==> config.mk <==
export PLATFORM = sky130hd
export DESIGN_NAME = ddr_write_packer
export DESIGN_NICKNAME = d
export VERILOG_FILES = /design/src/rtl/ddr_write_packer.sv
export SDC_FILE = /design/constraint.sdc
export NUM_CORES = 2
export LEC_CHECK = 0
export BUFFER_PORTS_ARGS = -buffer_cell sky130_fd_sc_hd__clkbuf_2
export CORE_ASPECT_RATIO = 2
export CORE_UTILIZATION = 45
export DETAILED_ROUTE_END_ITERATION = 16
export GPL_ROUTABILITY_DRIVEN = 0
export PLACE_DENSITY = 0.69
export RECOVER_POWER = 100
export SLEW_MARGIN = 20
export SYNTH_ARGS = -nofsm -noshare
export SYNTH_HDL_FRONTEND = slang
export SYNTH_SLANG_ARGS = --single-unit
==> constraint.sdc <==
create_clock -name clk -period 8.2 [get_ports clk]
set_clock_uncertainty 0.2 [all_clocks]
set_input_delay 0.82 -clock clk [delete_from_list [all_inputs] [get_ports clk]]
set_output_delay 0.82 -clock clk [all_outputs]
set_load 0.005 [all_outputs]
==> src/rtl/ddr_write_packer.sv <==
// ddr_write_packer: packs a narrow word stream into DDR beats and drives the DMA write port
module ddr_write_packer #(
  parameter int IN_W   = 64,
  parameter int DDR_W  = 512,
  parameter int ADDR_W = 27,
  parameter int LEN_W  = 27
) (
  input  logic              clk,
  input  logic              rst,
  input  logic              cmd_valid,
  output logic              cmd_ready,
  input  logic [ADDR_W-1:0] cmd_addr,
  input  logic [LEN_W-1:0]  cmd_len,
  input  logic [IN_W-1:0]   s_data,
  input  logic              s_valid,
  output logic              s_ready,
  input  logic              s_last,
  output logic              done,
  output logic              err,
  output logic              write_req,
  output logic [ADDR_W-1:0] write_start_addr,
  output logic [LEN_W-1:0]  write_length,
  output logic [DDR_W-1:0]  din,
  output logic              din_en,
  output logic              din_eop,
  input  logic              din_rdy,
  input  logic              write_done
);
  localparam int WPB = DDR_W / IN_W;
  localparam int IW  = WPB > 1 ? $clog2(WPB) : 1;
  typedef enum logic [1:0] {IDLE, REQ, STREAM, WAIT_DONE} state_t;
  state_t            state_q, state_d;
  logic [ADDR_W-1:0] addr_q, addr_d;
  logic [LEN_W-1:0]  len_q, len_d, cnt_q, cnt_d;
  logic [DDR_W-1:0]  pack_q, pack_d, beat_q, beat_d;
  logic [IW-1:0]     idx_q, idx_d;
  logic              bv_q, bv_d, beop_q, beop_d, fin_q, fin_d, flag_q, flag_d;
  logic              done_q, done_d, err_q, err_d;
  logic              acc, close, last_beat;
  assign cmd_ready        = state_q == IDLE;
  assign write_req        = state_q == REQ;
  assign write_start_addr = addr_q;
  assign write_length     = len_q;
  assign din              = beat_q;
  assign din_en           = bv_q & din_rdy;
  assign din_eop          = din_en & beop_q;
  assign s_ready          = state_q == STREAM & !fin_q & (!bv_q | din_rdy);
  assign done             = done_q;
  assign err              = err_q;
  // packing, beat hand-off and command sequencing; cnt_q counts closed beats so eop is known at close time
  always_comb begin
    state_d   = state_q;
    addr_d    = addr_q;
    len_d     = len_q;
    cnt_d     = cnt_q;
    pack_d    = pack_q;
    beat_d    = beat_q;
    idx_d     = idx_q;
    bv_d      = bv_q & !din_en;
    beop_d    = beop_q;
    fin_d     = fin_q;
    flag_d    = flag_q;
    done_d    = 1'b0;
    err_d     = 1'b0;
    acc       = s_valid & s_ready;
    last_beat = cnt_q + 1'b1 == len_q;
    close     = acc & (idx_q == IW'(WPB - 1) | s_last);
    if (acc) begin
      pack_d[idx_q*IN_W +: IN_W] = s_data;
      idx_d = idx_q + 1'b1;
    end
    if (close) begin
      beat_d = pack_d;
      bv_d   = 1'b1;
      beop_d = s_last | last_beat;
      fin_d  = s_last | last_beat;
      flag_d = s_last ^ last_beat;
      cnt_d  = cnt_q + 1'b1;
      pack_d = '0;
      idx_d  = '0;
    end
    case (state_q)
      IDLE: if (cmd_valid) begin
        if (cmd_len == '0) begin
          done_d = 1'b1;
          err_d  = 1'b1;
        end else begin
          addr_d  = cmd_addr;
          len_d   = cmd_len;
          cnt_d   = '0;
          fin_d   = 1'b0;
          flag_d  = 1'b0;
          state_d = REQ;
        end
      end
      REQ:       state_d = STREAM;
      STREAM:    state_d = din_en & beop_q ? WAIT_DONE : STREAM;
      WAIT_DONE: if (write_done) begin
        done_d  = 1'b1;
        err_d   = flag_q;
        state_d = IDLE;
      end
      default:   state_d = IDLE;
    endcase
  end
  // state register; reset drops any partial beat
  always_ff @(posedge clk or negedge rst) begin
    if (!rst) begin
      state_q <= IDLE;
      addr_q  <= '0;
      len_q   <= '0;
      cnt_q   <= '0;
      pack_q  <= '0;
      beat_q  <= '0;
      idx_q   <= '0;
      bv_q    <= 1'b0;
      beop_q  <= 1'b0;
      fin_q   <= 1'b0;
      flag_q  <= 1'b0;
      done_q  <= 1'b0;
      err_q   <= 1'b0;
    end else begin
      state_q <= state_d;
      addr_q  <= addr_d;
      len_q   <= len_d;
      cnt_q   <= cnt_d;
      pack_q  <= pack_d;
      beat_q  <= beat_d;
      idx_q   <= idx_d;
      bv_q    <= bv_d;
      beop_q  <= beop_d;
      fin_q   <= fin_d;
      flag_q  <= flag_d;
      done_q  <= done_d;
      err_q   <= err_d;
    end
  end
endmodule
== After elaboration in Yosys (flattened, before gate mapping) ==
Index checks and enable logic that the tools add are counted.
Storage, ports and cells
  register bits: 1116
  input port bits: 125
Operators by class
  $add $sub $neg: 3
  equality and inequality tests: 8
  shift-type cells: 2
  mux-type cells: 29
  bitwise gates (word level): 12
  reduce and logical (&&, ||, !) cells: 8
Operators by type and width (count)
  512-bit 2-to-1 mux: 2
  512-bit bitwise mux: 1
  64-bit by 34-bit variable shift with 512-bit output (first input constant): 1
  64-bit by 34-bit indexed part select with 512-bit output: 1
  27-bit 2-to-1 mux: 4
  9-bit negator with 34-bit output: 1
  27-bit by 1-bit adder with 27-bit output (second input constant): 1
  27-bit equality test: 1
  27-bit zero test: 1
  1-bit 2-to-1 mux: 14
  2-bit one-hot mux with 4 select lines: 1
  1-bit bitwise AND: 7
  2-bit 2-to-1 mux: 3
  3-bit 2-to-1 mux: 2
  2-bit != test (second input constant): 3
  3-bit AND reduction: 2
  2-bit equality test (second input constant): 2
  1-bit one-hot mux with 2 select lines: 2
  3-bit by 1-bit adder with 3-bit output (second input constant): 1
  3-bit equality test (second input constant): 1
  1-bit zero test: 3
  1-bit bitwise OR: 3
  2-bit by 1-bit equality test with 1-bit output (second input constant): 1
  2-bit zero test: 1
  other kinds (3): 3

== Depth between registers and ports, before layout ==
  word-level depth: 9
  mapped depth: 13
  gate-level depth less buffers: 11

== Worst setup path before layout ==
OpenSTA, ideal clock, no wires.
  path kind: reg-to-reg
  from: reg idx_q[0]
  to: reg beat_q[136] (netlist: din[136])
  arrival time: 2951 ps
  data required time: 7917 ps
  slack: 4966 ps
  cell stages (with the launch flop): 12
  buffers on the path: 4
  path through: dfrtp_1 clkbuf_1 clkinv_1 ha_1 ha_1 nor2b_1 nor2b_1 clkbuf_1 clkbuf_1 buf_1 a31oi_1 o21ai_0
Between the ends
  longest elaborated chain between the ends: 4
RTL lines
  from (decl): RTL line 36  | logic [IW-1:0] idx_q, idx_d;
  from (signal assigned): RTL line 129  | idx_q <= idx_d;
  9-bit negator with 34-bit output: RTL line 69  | pack_d[idx_q*IN_W +: IN_W] = s_data;
  64-bit by 34-bit indexed part select with 512-bit output / 64-bit by 34-bit variable shift with 512-bit output (equally long branches): RTL line 69
  512-bit bitwise mux: RTL line 69
  512-bit 2-to-1 mux: RTL line 68  | if (acc) begin
  to (signal assigned): RTL line 128  | beat_q <= beat_d;
  to (decl): RTL line 35  | logic [DDR_W-1:0] pack_q, pack_d, beat_q, beat_d;
Parallel ways exist; a longest one is shown, timed or not.
A chain may end at the register's enable or synchronous reset.

== Final worst setup path ==
  from: reg idx_q[0]
  to: reg beat_q[214] (netlist: din[214])
The elaborated chain is that of the path after synthesis.

==> run summary <==
The run finished, with violations left. The final reports fail on max-capacitance violations, max-slew violations. After global routing the overflow that remains totals 0. The die outline area is 99,800 um^2. The number of global-route vias before repair is 32.7k, and the number of detailed-route iterations in the first pass is 7. Number of pins exceeding their max-slew limit in the final report: 623. The cell taking the most area after synthesis was sky130_fd_sc_hd__dfrtp_1. Final number of hold-violating endpoints: 0. The count of buffers inserted at the top-level ports is 697. Clock-pin slew was measured on the worst setup and hold paths at 0.07 ns. STA puts the critical path data arrival time at 6.13 ns.

Detailed placement finished with a half-perimeter wire length of 86,200 um. The detailed router placed 32.9k vias in this run. Averaged over all synthesized cells, the footprint is 10.4 um^2. The Yosys step of the flow raised 0 warnings.

The detailed-route vias per instance is 5.33. The proportion of synthesized chip area in sequential cells came out at 0.630. The routed wire length per instance came out at 21.3 um.

The startpoint class of the critical path was a flip-flop. Traced cell by cell, the critical path runs through buf_4 > ha_1 > ha_1 > o21ai_0 > clkbuf_1 > buf_12 > o21ai_0. The initial cell density of the core came out at 0.454. The tools report the number of nets with antenna violations after detailed routing as 0. In the synthesized netlist the dominant register cell turns out to be sky130_fd_sc_hd__dfrtp_1.

The finished cells cover 51,400 um^2. The logs give 3 for the initial antenna violation count and 0 ns for the final setup TNS. On the worst path, the slowest cell contributes a delay of 2.08 ns.

The first routing iteration left 2,549 violations. Once placement finished, the instance area stood at 48,700 um^2. The floorplan row count is 162, and the power density over the cells is 314 nW/um^2. For this design the top-level I/O count stands at 698.

TritonCTS built the clock tree. The fraction of final layout cells with drive strength greater than 1 was 0.0923. The number of nets in the synthesized netlist is 4,401. The fraction of the core area covered by cells at the end of the flow came out at 0.528. The worst-margin pin slew was 3.61 ns.

For this design, the slowest cell found on the critical path is sky130_fd_sc_hd__clkbuf_1. The number of synthesized flops with an enable pin came out at 0. The die is 446 um tall. Setup violations remaining at the end of the flow were counted as 0. The tightest slew margin relative to the limit is -1.41. By startpoint and endpoint, the worst setup path is classified as flip-flop to flip-flop. The tightest min-delay check is of the primary input to flip-flop type. From synthesis to final layout, the design area changed by 16.1%. The gate count of the mapped netlist is 4,263. The global-route usage over all layers was 0.264. Gates resized during post-CTS repair numbered 0.

The die width is 224 um. The later pin in the worst-skew pair is clocked with a latency of 0.69 ns. Proportion of netlist area held by the largest area contributor: 0.630. For this run, design rule violations remaining after detail routing come to 0. Deepest clock path buffer count: 3.

For the worst setup path, the data required time is 8.51 ns. The number of CTS-inserted buffers is 97. CTS saw 1,116 sinks.

For this run, the top clock speed supported by timing is 172 MHz. Setup repair after global routing left no endpoint under its margin. Along the worst path, the maximum fanout reaches 276. The run gives 13 as the reported max-cap violation count. After synthesis, the cell types taking the most area are sky130_fd_sc_hd__dfrtp_1, sky130_fd_sc_hd__nand2_1, sky130_fd_sc_hd__mux2i_1, sky130_fd_sc_hd__o21ai_0, sky130_fd_sc_hd__nor2_1.

The clock period minus worst slack came out at 5.82 ns. The fraction of registers with async set/reset works out to 1.00. The first-pass GRT wire length was 201,000 um.

The number of register bits inferred by synthesis came out at 1,116. Entering global routing, the biggest net connects 277 pins. For this run, the post-layout net count is 4,920. Fill cells in the final layout number 8,989.

For flop-to-flop paths, the worst setup slack is 2.38 ns. The synthesized netlist occupies a cell area of 44,300 um^2. In this run the static leakage power is 25.3 nW. In this run the number of H-tree levels came out at 3. After floorplanning, the core was sized to cover 97,500 um^2. STA classifies the critical path endpoint as a flip-flop.

The tree is rooted in a sky130_fd_sc_hd__clkbuf_16. The routed design has 132,000 um of wire. Counting distinct cell types in the post-synthesis netlist gives 50. The post-route clock period utilization came out at 0.710.

Maximum vdd drop: 0.000252 V.
[timing repair]
| item | CTS | global route |
|---|---|---|
| setup buffers | 0 | 0 |
| hold buffers | 1 | 0 |
| endpoints found under the hold margin | 82 | 0 |
[critical path: cells and delay by family, from the launching register on]
kind | cells | cell delay (ns)
fa+ha+maj | 2 | 0.54
flops | 1 | 0.40
buf+inv | 3 | 3.12
compound gates | 2 | 1.03
[cells by family after synthesis]
group           count (synthesis)  share of synthesized area
simple gates                 1683                      0.167
flops                        1116                      0.630
compound gates                795                     0.0978
buf+inv                       331                     0.0291
mux                           261                     0.0590
xor+xnor                       64                     0.0127
fa+ha+maj                      13                    0.00367
[where the power goes]
part / total, mW / switching, mW / internal [mW] / leakage [nW]
Combinational: 3.89 / 2.67 / 1.21 / 8.24
Clock: 4.88 / 2.10 / 2.78 / 1.62
Sequential: 7.38 / 0.639 / 6.74 / 15.4
[registers in the layout, summed over array words and instances (netlist names)]
register,cells
flag_q,1
bv_q,1
idx_q,3
fin_q,1
write_start_addr,27
beop_q,1
state_q,2
cnt_q,27
din,512
pack_q,512
err,1
write_length,27
done,1
[cells in the final DEF, fill, tap and decap left out, drive strengths merged, types with 2 or more instances in the layout]
cell type     n
mux2i       261
a211oi        2
xnor2        37
buf          38
nor2b       257
nor4b         4
dfrtp      1116
nor3         15
o21ai       522
a22oi         3
nand4        19
xor2         27
nand3        17
nor2        556
or4           5
and2          6
a21oi         7
nand4b        2
clkinv       19
nor4         11
a31oi       253
clkbuf      833
inv          11
or3           5
and4          5
nor3b         5
diode         3
ha           13
clkinvlp      5
and3         69
nand2       704
bufinv       15
[synthesized netlist by cell type (all sizes together), types with 2 or more instances]
cell       n
inv        6
xnor2     37
nor2b    257
xor2      27
o21ai    522
a22oi      3
nand2    704
buf       60
and4       5
a211oi     2
nor3b      5
ha        13
a21oi      7
a31oi    253
nor2     556
or3        5
dfrtp   1116
nor4b      4
and2       6
nand4     19
or4        5
and3      69
nand4b     2
clkbuf   264
nor4      11
nand3     17
mux2i    261
nor3      15
[metal layers]
metal  GRT usage  up-vias  wire length, um
met5           0        -                0
met4       0.109        0             5150
met3      0.0743      221             9900
met2       0.441     1105            64900
met1       0.319    16300            51800
li1            -    15300                -
[cell type report]
cell class	instances	area, um^2	share of cell area
tap	1312	1640	0.0319
antenna	3	7.51	0.000146
multi-input combinational	2816	15100	0.294
sequential	1116	27900	0.543
inverter	7	26.3	0.000511
timing repair buffer	744	3360	0.0653
clock buffer	128	2660	0.0518
clock inverter	43	683	0.0133
[stage by stage]
step	hold WS (ns)	instances	power, mW	setup WS [ns]
after CTS	0.0574	6166	16.4	4.04
final	0.116	6169	16.1	2.38
after global placement	0.260	5994	11.4	4.17
after detailed placement	0.257	5994	11.5	4.03
after global routing	0.0902	6169	17.0	1.99
after floorplan	0.241	4263	9.47	4.97
[path summary, 6_finish.rpt]
path                                 startpoint                               to  cells after the start
max                        idx_q[0]$_DFFE_PN0P_             din[214]$_DFFE_PN0P_                      7
min                                 cmd_addr[2]  write_start_addr[2]$_DFFE_PN0P_                      3
max reg2reg                idx_q[0]$_DFFE_PN0P_             din[214]$_DFFE_PN0P_                      7
min reg2reg                din[498]$_DFFE_PN0P_             din[498]$_DFFE_PN0P_                      2
max in group asynchronous                   rst             din[205]$_DFFE_PN0P_                      3
min in group asynchronous                   rst            pack_q[265]$_DFF_PN0_                      2
Power figures use the tool's default switching activity.
